==> src/rtl/ram_port_arbiter_if.sv <==
// Request/response bundle between one RAM master and the ram_port_arbiter.
interface ram_port_arbiter_if #(
  parameter int ADDR_W = 32,
  parameter int DATA_W = 32
);
  logic              req;
  logic              we;
  logic [ADDR_W-1:0] addr;
  logic [DATA_W-1:0] wdata;
  logic              gnt;
  logic              rvalid;
  logic [DATA_W-1:0] rdata;

  modport master (output req, we, addr, wdata, input gnt, rvalid, rdata);
  modport slave  (input req, we, addr, wdata, output gnt, rvalid, rdata);
endinterface

==> src/rtl/ram_port_arbiter.sv <==
// Two-master arbiter in front of a single-port synchronous RAM (CPU = a, video = b).
// ARB_ROUND_ROBIN_EN selects alternating priority instead of A-first with MAX_WAIT anti-starvation.
module ram_port_arbiter #(
  parameter int ADDR_W   = 32,
  parameter int DATA_W   = 32,
  parameter int MAX_WAIT = 8
) (
  input  logic               clk,
  input  logic               rst,
  ram_port_arbiter_if.slave  a,
  ram_port_arbiter_if.slave  b,
  output logic               ram_we,
  output logic [ADDR_W-1:0]  ram_addr,
  output logic [DATA_W-1:0]  ram_wdata,
  input  logic [DATA_W-1:0]  ram_rdata
);

  logic              b_pri;
  logic              a_win;
  logic              b_win;
  logic              grant;
  logic              win_we;
  logic [ADDR_W-1:0] win_addr;
  logic [DATA_W-1:0] win_wdata;
  logic              vld_p0;
  logic              own_p0;
  logic              vld_p1;
  logic              own_p1;

`ifdef ARB_ROUND_ROBIN_EN
  // last_a=0 after reset means B is treated as the last winner, so A takes the first contention
  logic last_a;

  assign b_pri = last_a;

  always_ff @(posedge clk or negedge rst) begin
    if (!rst) begin
      last_a <= 1'b0;
    end else if (a.req && b.req) begin
      last_a <= a_win;
    end
  end
`else
  logic [7:0] wait_cnt;

  function automatic logic [7:0] sat_inc(input logic [7:0] cnt);
    return (cnt == 8'(MAX_WAIT)) ? cnt : cnt + 8'd1;
  endfunction

  assign b_pri = (wait_cnt == 8'(MAX_WAIT));

  always_ff @(posedge clk or negedge rst) begin
    if (!rst) begin
      wait_cnt <= 8'd0;
    end else if (b.req && !b_win) begin
      wait_cnt <= sat_inc(wait_cnt);
    end else begin
      wait_cnt <= 8'd0;
    end
  end
`endif

  // grants are forced low while reset is asserted
  assign a_win = rst & a.req & ~(b.req & b_pri);
  assign b_win = rst & b.req & ~(a.req & ~b_pri);
  assign grant = a_win | b_win;
  assign a.gnt = a_win;
  assign b.gnt = b_win;

  assign win_we    = b_win ? b.we    : a.we;
  assign win_addr  = b_win ? b.addr  : a.addr;
  assign win_wdata = b_win ? b.wdata : a.wdata;

  // stage p0: issue winner to the RAM port, tag reads with their owner (1 = B)
  always_ff @(posedge clk or negedge rst) begin
    if (!rst) begin
      ram_we    <= 1'b0;
      ram_addr  <= '0;
      ram_wdata <= '0;
      vld_p0    <= 1'b0;
      own_p0    <= 1'b0;
    end else begin
      ram_we <= grant & win_we;
      vld_p0 <= grant & ~win_we;
      own_p0 <= b_win;
      if (grant) begin
        ram_addr  <= win_addr;
        ram_wdata <= win_wdata;
      end
    end
  end

  // stage p1: RAM data for the tagged read is on ram_rdata during this stage
  always_ff @(posedge clk or negedge rst) begin
    if (!rst) begin
      vld_p1 <= 1'b0;
      own_p1 <= 1'b0;
    end else begin
      vld_p1 <= vld_p0;
      own_p1 <= own_p0;
    end
  end

  // stage p2: capture read data for the owner only; the other master's rdata holds
  always_ff @(posedge clk or negedge rst) begin
    if (!rst) begin
      a.rvalid <= 1'b0;
      a.rdata  <= '0;
      b.rvalid <= 1'b0;
      b.rdata  <= '0;
    end else begin
      a.rvalid <= vld_p1 & ~own_p1;
      b.rvalid <= vld_p1 & own_p1;
      if (vld_p1 && !own_p1) begin
        a.rdata <= ram_rdata;
      end
      if (vld_p1 && own_p1) begin
        b.rdata <= ram_rdata;
      end
    end
  end

endmodule

==> src/flat_wrapper.sv <==
// flat-port wrapper written by rule: the top's interface ports become plain ports
module ram_port_arbiter_flat 
#(
  parameter int ADDR_W   = 32,
  parameter int DATA_W   = 32,
  parameter int MAX_WAIT = 8
)
  (clk, rst, ram_we, ram_addr, ram_wdata, ram_rdata, a_req, a_we, a_addr, a_wdata, a_gnt, a_rvalid, a_rdata, b_req, b_we, b_addr, b_wdata, b_gnt, b_rvalid, b_rdata);
  ram_port_arbiter_if #(.ADDR_W(ADDR_W), .DATA_W(DATA_W)) a_i ();
  ram_port_arbiter_if #(.ADDR_W(ADDR_W), .DATA_W(DATA_W)) b_i ();
  input  logic clk;
  input  logic rst;
  output logic ram_we;
  output logic [ADDR_W-1:0] ram_addr;
  output logic [DATA_W-1:0] ram_wdata;
  input  logic [DATA_W-1:0] ram_rdata;
  input wire logic [$bits(a_i.req)-1:0] a_req;
  input wire logic [$bits(a_i.we)-1:0] a_we;
  input wire logic [$bits(a_i.addr)-1:0] a_addr;
  input wire logic [$bits(a_i.wdata)-1:0] a_wdata;
  output wire logic [$bits(a_i.gnt)-1:0] a_gnt;
  output wire logic [$bits(a_i.rvalid)-1:0] a_rvalid;
  output wire logic [$bits(a_i.rdata)-1:0] a_rdata;
  input wire logic [$bits(b_i.req)-1:0] b_req;
  input wire logic [$bits(b_i.we)-1:0] b_we;
  input wire logic [$bits(b_i.addr)-1:0] b_addr;
  input wire logic [$bits(b_i.wdata)-1:0] b_wdata;
  output wire logic [$bits(b_i.gnt)-1:0] b_gnt;
  output wire logic [$bits(b_i.rvalid)-1:0] b_rvalid;
  output wire logic [$bits(b_i.rdata)-1:0] b_rdata;
  assign a_i.req = a_req;
  assign a_i.we = a_we;
  assign a_i.addr = a_addr;
  assign a_i.wdata = a_wdata;
  assign a_gnt = a_i.gnt;
  assign a_rvalid = a_i.rvalid;
  assign a_rdata = a_i.rdata;
  assign b_i.req = b_req;
  assign b_i.we = b_we;
  assign b_i.addr = b_addr;
  assign b_i.wdata = b_wdata;
  assign b_gnt = b_i.gnt;
  assign b_rvalid = b_i.rvalid;
  assign b_rdata = b_i.rdata;
  ram_port_arbiter #(.ADDR_W(ADDR_W), .DATA_W(DATA_W), .MAX_WAIT(MAX_WAIT)) u_core (.clk(clk), .rst(rst), .a(a_i), .b(b_i), .ram_we(ram_we), .ram_addr(ram_addr), .ram_wdata(ram_wdata), .ram_rdata(ram_rdata));
endmodule
==> config.mk <==
export PLATFORM = sky130hd
export DESIGN_NAME = ram_port_arbiter_flat
export DESIGN_NICKNAME = d
export VERILOG_FILES = /design/src/rtl/ram_port_arbiter_if.sv /design/src/rtl/ram_port_arbiter.sv /design/src/flat_wrapper.sv
export SDC_FILE = /design/constraint.sdc
export NUM_CORES = 1
export LEC_CHECK = 0
export ABC_AREA = 1
export CELL_PAD_IN_SITES_DETAIL_PLACEMENT = 0
export CELL_PAD_IN_SITES_GLOBAL_PLACEMENT = 1
export CORE_MARGIN = 3
export CORE_UTILIZATION = 32
export DETAILED_ROUTE_END_ITERATION = 8
export HOLD_SLACK_MARGIN = 0.15
export PLACE_DENSITY = 0.89
export SYNTH_ARGS = -nofsm -noshare
export SYNTH_HDL_FRONTEND = slang
export SYNTH_SLANG_ARGS = --single-unit
==> constraint.sdc <==
create_clock -name clk -period 3.9 [get_ports clk]
set_clock_uncertainty 0.1 [all_clocks]
set_input_delay 0.78 -clock clk [delete_from_list [all_inputs] [get_ports clk]]
set_output_delay 0.78 -clock clk [all_outputs]
set_load 0.05 [all_outputs]
## Yosys cells after proc, flatten, opt, wreduce, memory -nomap -nowiden

Index checks and enable logic that the tools add are counted.

- Memories: 0
- Bits in latches: 0
- Bits in read-only memories: 0
- Logic and storage cells: 41
- Bits of input ports: 166
- Output and inout port bits: 133
- Memory bits (writable): 0
- Register bits after elaboration: 143

- Div/mod/pow operators: 0
- Magnitude comparators: 0
- Shifts and indexed selects: 0
- Bitwise gates (word level): 16
- Multiplexer cells: 5
- Multiply operators: 0
- Add/subtract/negate cells: 1
- Reductions and logical operators: 5
- Equality and inequality tests: 2

Operators by type and width:

| operator | count |
|---|---|
| 32-bit 2-to-1 mux | 2 |
| 8-bit 2-to-1 mux | 2 |
| 1-bit AND | 10 |
| 8-bit by 1-bit adder with 8-bit output (second input constant) | 1 |
| 8-bit by 4-bit == test with 1-bit output (second input constant) | 1 |
| 1-bit NOT | 5 |
| 1-bit logical AND | 3 |
| 1-bit zero test | 2 |
| 2-bit inequality test (second input constant) | 1 |
| 1-bit 2-to-1 mux | 1 |
| 1-bit OR | 1 |

## Longest topological paths before layout

- Depth after elaboration: 8
- Gate-level depth with buffers: 9
- Depth with buffers taken out: 8

## Least setup slack after synthesis

OpenSTA, ideal clock, no wires.

- Path kind: input port to output port
- Start point: input a_req
- End point: output a_gnt
- Stages: 2
- Setup slack: 1.423 ns
- Arrival: 1.597 ns
- Cells stage by stage: nand2_1 a21oi_1

- Cells in the longest elaborated chain, start to end: 2

Ends and longest elaborated chain:

| what | RTL line | source |
|---|---|---|
| start: declaration | flat_wrapper.sv:17 | `input wire logic [$bits(a_i.req)-1:0] a_req;` |
| 1-bit AND (2 in a row) | ram_port_arbiter.sv:64 | `assign a_win = rst & a.req & ~(b.req & b_pri);` |
| end: declaration | flat_wrapper.sv:21 | `output wire logic [$bits(a_i.gnt)-1:0] a_gnt;` |

Every way passes these cells.

## Worst setup path after layout

Same ends and word-level chain as after synthesis.

==> impl_metrics.env <==
export IMPL_die_h_um=150
export IMPL_fillers=1991
export IMPL_coreArea_um2=20400
export IMPL_slowest_stage="clkdlybuf4s50_1"
export IMPL_synth_area_um2=6680
export IMPL_pwr_share_clk_pct=28.5
export IMPL_cp_endpoint="a_gnt"
export IMPL_post_cts_setup_buffers=0
export IMPL_synthAdderAreaFrac_pct=0.375
export IMPL_numClockSinks=143
export IMPL_syn_nets=1032
export IMPL_initial_core_util_pct=32.8
export IMPL_syn_area_per_cell_um2=7.73
export IMPL_max_stage_delay_ns=0.83
export IMPL_crit_required_ns=3.02
export IMPL_finalInstanceArea_um2=10400
export IMPL_drtPass1Iterations=4
export IMPL_yosys_area_top_type="dfrtp_1"
export IMPL_status="finished clean"
export IMPL_crit_cells=4
export IMPL_place_congestion=0.784
export IMPL_synthDistinctLibCells=21
export IMPL_ant_nets=0
export IMPL_crit_path_max_fanout=2
export IMPL_antenna_found_initial=0
export IMPL_grt_pass1_vias=6054
export IMPL_worstPathCellList="clkdlybuf4s50_1 > nand2_1 > a21oi_1 > clkdlybuf4s50_1"
export IMPL_worstPathArrival_ns=2.42
export IMPL_boundaryPins=299
export IMPL_crit_family="buffers and inverters"
export IMPL_p_sw_w=0.00222
export IMPL_holdWs_ns=0.259
export IMPL_stdcell_count=1422
export IMPL_antennaDiodeCount=0
export IMPL_ys_seq_area_share_pct=53.6
export IMPL_min_path_type="reg2reg"
export IMPL_wirelength_um=20000
export IMPL_intPower_w=0.00337
export IMPL_maxSlewViolCount=0
export IMPL_timing_rr_start="u_core.wait_cnt[0]"
export IMPL_reg2reg_to="u_core.wait_cnt[3]"
export IMPL_cts_hold_buf=0
export IMPL_clk_path_buf_depth=2
export IMPL_post_route_period_util_pct=84.5
export IMPL_hold_viol_final=0
export IMPL_path_clk_slew_ns=0.06
export IMPL_area_delta_synth_final_pct=56.0
export IMPL_final_setup_tns_ns=0
export IMPL_synth_xor_area_share_pct=0.262
export IMPL_swShare_pct=39.7
export IMPL_portBuffers=298
export IMPL_irDropWorstVdd_uv=262
export IMPL_power_frac_comb_pct=37.6
export IMPL_via_per_inst=4.36
export IMPL_synth_area_top_cells="dfrtp_1 54%, nand2_1 15%, nand3_1 9.9%"
export IMPL_drv_cap=0
export IMPL_detail_route_wl_per_cell_um=14.0
export IMPL_multi_input_area_um2=2190
export IMPL_startpoint="a_req"
export IMPL_post_cts_resized=0
export IMPL_dpl_cell_area_um2=9840
export IMPL_cts_tree="done"
export IMPL_grt_use_total_pct=17.7
export IMPL_num_vias=6196
export IMPL_synth_compound_area_share_pct=5.27
export IMPL_rows=52
export IMPL_yosysTopAreaCellShare_pct=53.6
export IMPL_clkLatencyLatePin_ns=0.41
export IMPL_start_kind="input port"
export IMPL_dp_cells=1390
export IMPL_synthMuxAreaShare_pct=0
export IMPL_crit_top_cell="clkdlybuf4s50_1"
export IMPL_grt_pass1_wl_um=31500
export IMPL_die_x_um=150
export IMPL_regToRegSetupSlack_ns=1.61
export IMPL_overflow=0
export IMPL_end_kind="output port"
export IMPL_timing_fmax_ghz=0.303
export IMPL_nNetsFinal=1307
export IMPL_period_minus_slack_ns=3.30
export IMPL_drc=0
export IMPL_synthSimpleGateAreaFrac_pct=26.7
export IMPL_yosysWarnings=0
export IMPL_crit_type="in2out"
export IMPL_synth_top_family_by_area="simple AND/OR/NAND/NOR gates"
export IMPL_seqPwrFrac_pct=33.9
export IMPL_drt_iter0_markers=224
export IMPL_cts_htree_levels=4
export IMPL_cts_buffers=17
export IMPL_seqCellArea_um2=3580
export IMPL_powerDensity_nw_per_um2=536
export IMPL_synthCells=864
export IMPL_drive_gt1_share_pct=4.17
export IMPL_worstMarginPinSlew_ns=1.05
export IMPL_die_area_um2=22600
export IMPL_ys_seq_elements=143
export IMPL_slew_headroom_pct=29.9
export IMPL_finalSetupViolCount=0
export IMPL_worstHoldStart="u_core.own_p0"
export IMPL_grt_start_max_net_pins=146
export IMPL_cts_root_buf="clkbuf_16"
export IMPL_rsz0062_at_grt="false"
export IMPL_critical_path_buf_inv_count=2
export IMPL_total_power_w=0.00559
export IMPL_dpl_hpwl_um=13800
export IMPL_p_leak_nw=5.35
export IMPL_reg2regPathDepth=8
-- worst min-delay path by stage --
| stage | endpoint | slack (ns) | cells after the start |
|---|---|---|---|
| after floorplan | u_core.own_p1 | 0.23 | 0 |
| after global placement | u_core.own_p1 | 0.24 | 0 |
| after detailed placement | u_core.own_p1 | 0.24 | 0 |
| after CTS | u_core.own_p1 | 0.26 | 0 |
| after global routing | u_core.own_p1 | 0.28 | 0 |
| final | u_core.own_p1 | 0.26 | 0 |
-- power by group through the flow --
stage                     logic [W]  registers, W  clock network [W]
after floorplan            0.000341       0.00283                  0
after global placement      0.00210       0.00191                  0
after detailed placement    0.00212       0.00192                  0
after CTS                   0.00212       0.00190            0.00164
after global routing        0.00224       0.00192            0.00169
final                       0.00210       0.00190            0.00159
-- worst register-to-register path: stages, from the launching register on --
cell and delay, ns:
dfrtp_1 0.40, inv_1 0.08, ha_1 0.19, nand3_1 0.16
o21ai_4 0.09, nand2_2 0.08, buf_4 0.60, nand2_1 0.28
nor3_1 0.21
-- synth_stat cells --
| library cell | number |
|---|---|
| nand2_1 | 272 |
| inv_1 | 171 |
| dfrtp_1 | 143 |
| nand3_1 | 132 |
| o21ai_0 | 65 |
| buf_2 | 25 |
| clkbuf_1 | 14 |
| nor2_1 | 12 |
| buf_6 | 7 |
| nor3_1 | 5 |
| inv_2 | 3 |
| nand4_1 | 3 |
| a21oi_1 | 2 |
| ha_1 | 2 |
| xor2_1 | 2 |
| and2_1 | 1 |
| buf_1 | 1 |
| buf_4 | 1 |
| nand2_2 | 1 |
| o21ai_2 | 1 |
| o21bai_1 | 1 |
-- cells in the final DEF, fill, tap and decap left out, drive strengths merged, types with 3 or more instances in the layout --
cell	netlist	routed
buf	34	8
nor3	5	5
dfrtp	143	143
nor2	12	12
o21ai	66	66
clkbuf	14	17
nand4	3	3
nand2	273	273
clkinv	0	3
nand3	132	132
inv	174	182
clkdlybuf4s50	0	296
clkinvlp	0	3
-- sequential cells by signal, indices dropped and copies added, names as in the netlist --
signal	flops
u_core.b.rdata	32
u_core.ram_addr	32
u_core.vld_p1	1
u_core.ram_we	1
u_core.ram_wdata	32
u_core.own_p0	1
u_core.vld_p0	1
u_core.a.rvalid	1
u_core.wait_cnt	8
u_core.a.rdata	32
u_core.own_p1	1
u_core.b.rvalid	1
-- layer usage --
layer / track usage (%) / routed length (µm) / up-vias
met5: 0 / 0 / -
met4: 4.67 / 171 / 0
met3: 6.17 / 1890 / 15
met2: 29.7 / 9560 / 227
met1: 21.7 / 8350 / 2787
li1: - / - / 3167
-- kinds of logic (layout without fill, tap and decap cells) --
| family | Yosys count | count (layout) |
|---|---|---|
| simple gates | 426 | 426 |
| buf+inv | 222 | 510 |
| flops | 143 | 143 |
| compound gates | 69 | 69 |
| fa+ha+maj | 2 | 2 |
| xor+xnor | 2 | 2 |
-- area by class of cell --
type,instances,share of cell area [%]
multi-input combinational,499,21.0
tap,270,3.24
clock buffer,17,4.09
inverter,174,6.27
sequential,143,34.4
timing repair buffer,304,29.5
clock inverter,15,1.47
-- stage by stage --
step / setup WS [ns] / util, %
after floorplan: 1.42 / -
after global placement: 0.622 / 48.3
after detailed placement: 0.621 / 48.3
after CTS: 0.600 / 51.1
after global routing: 0.498 / 51.1
final: 0.603 / 51.1
No activity file was read; power rests on OpenSTA's default activity.
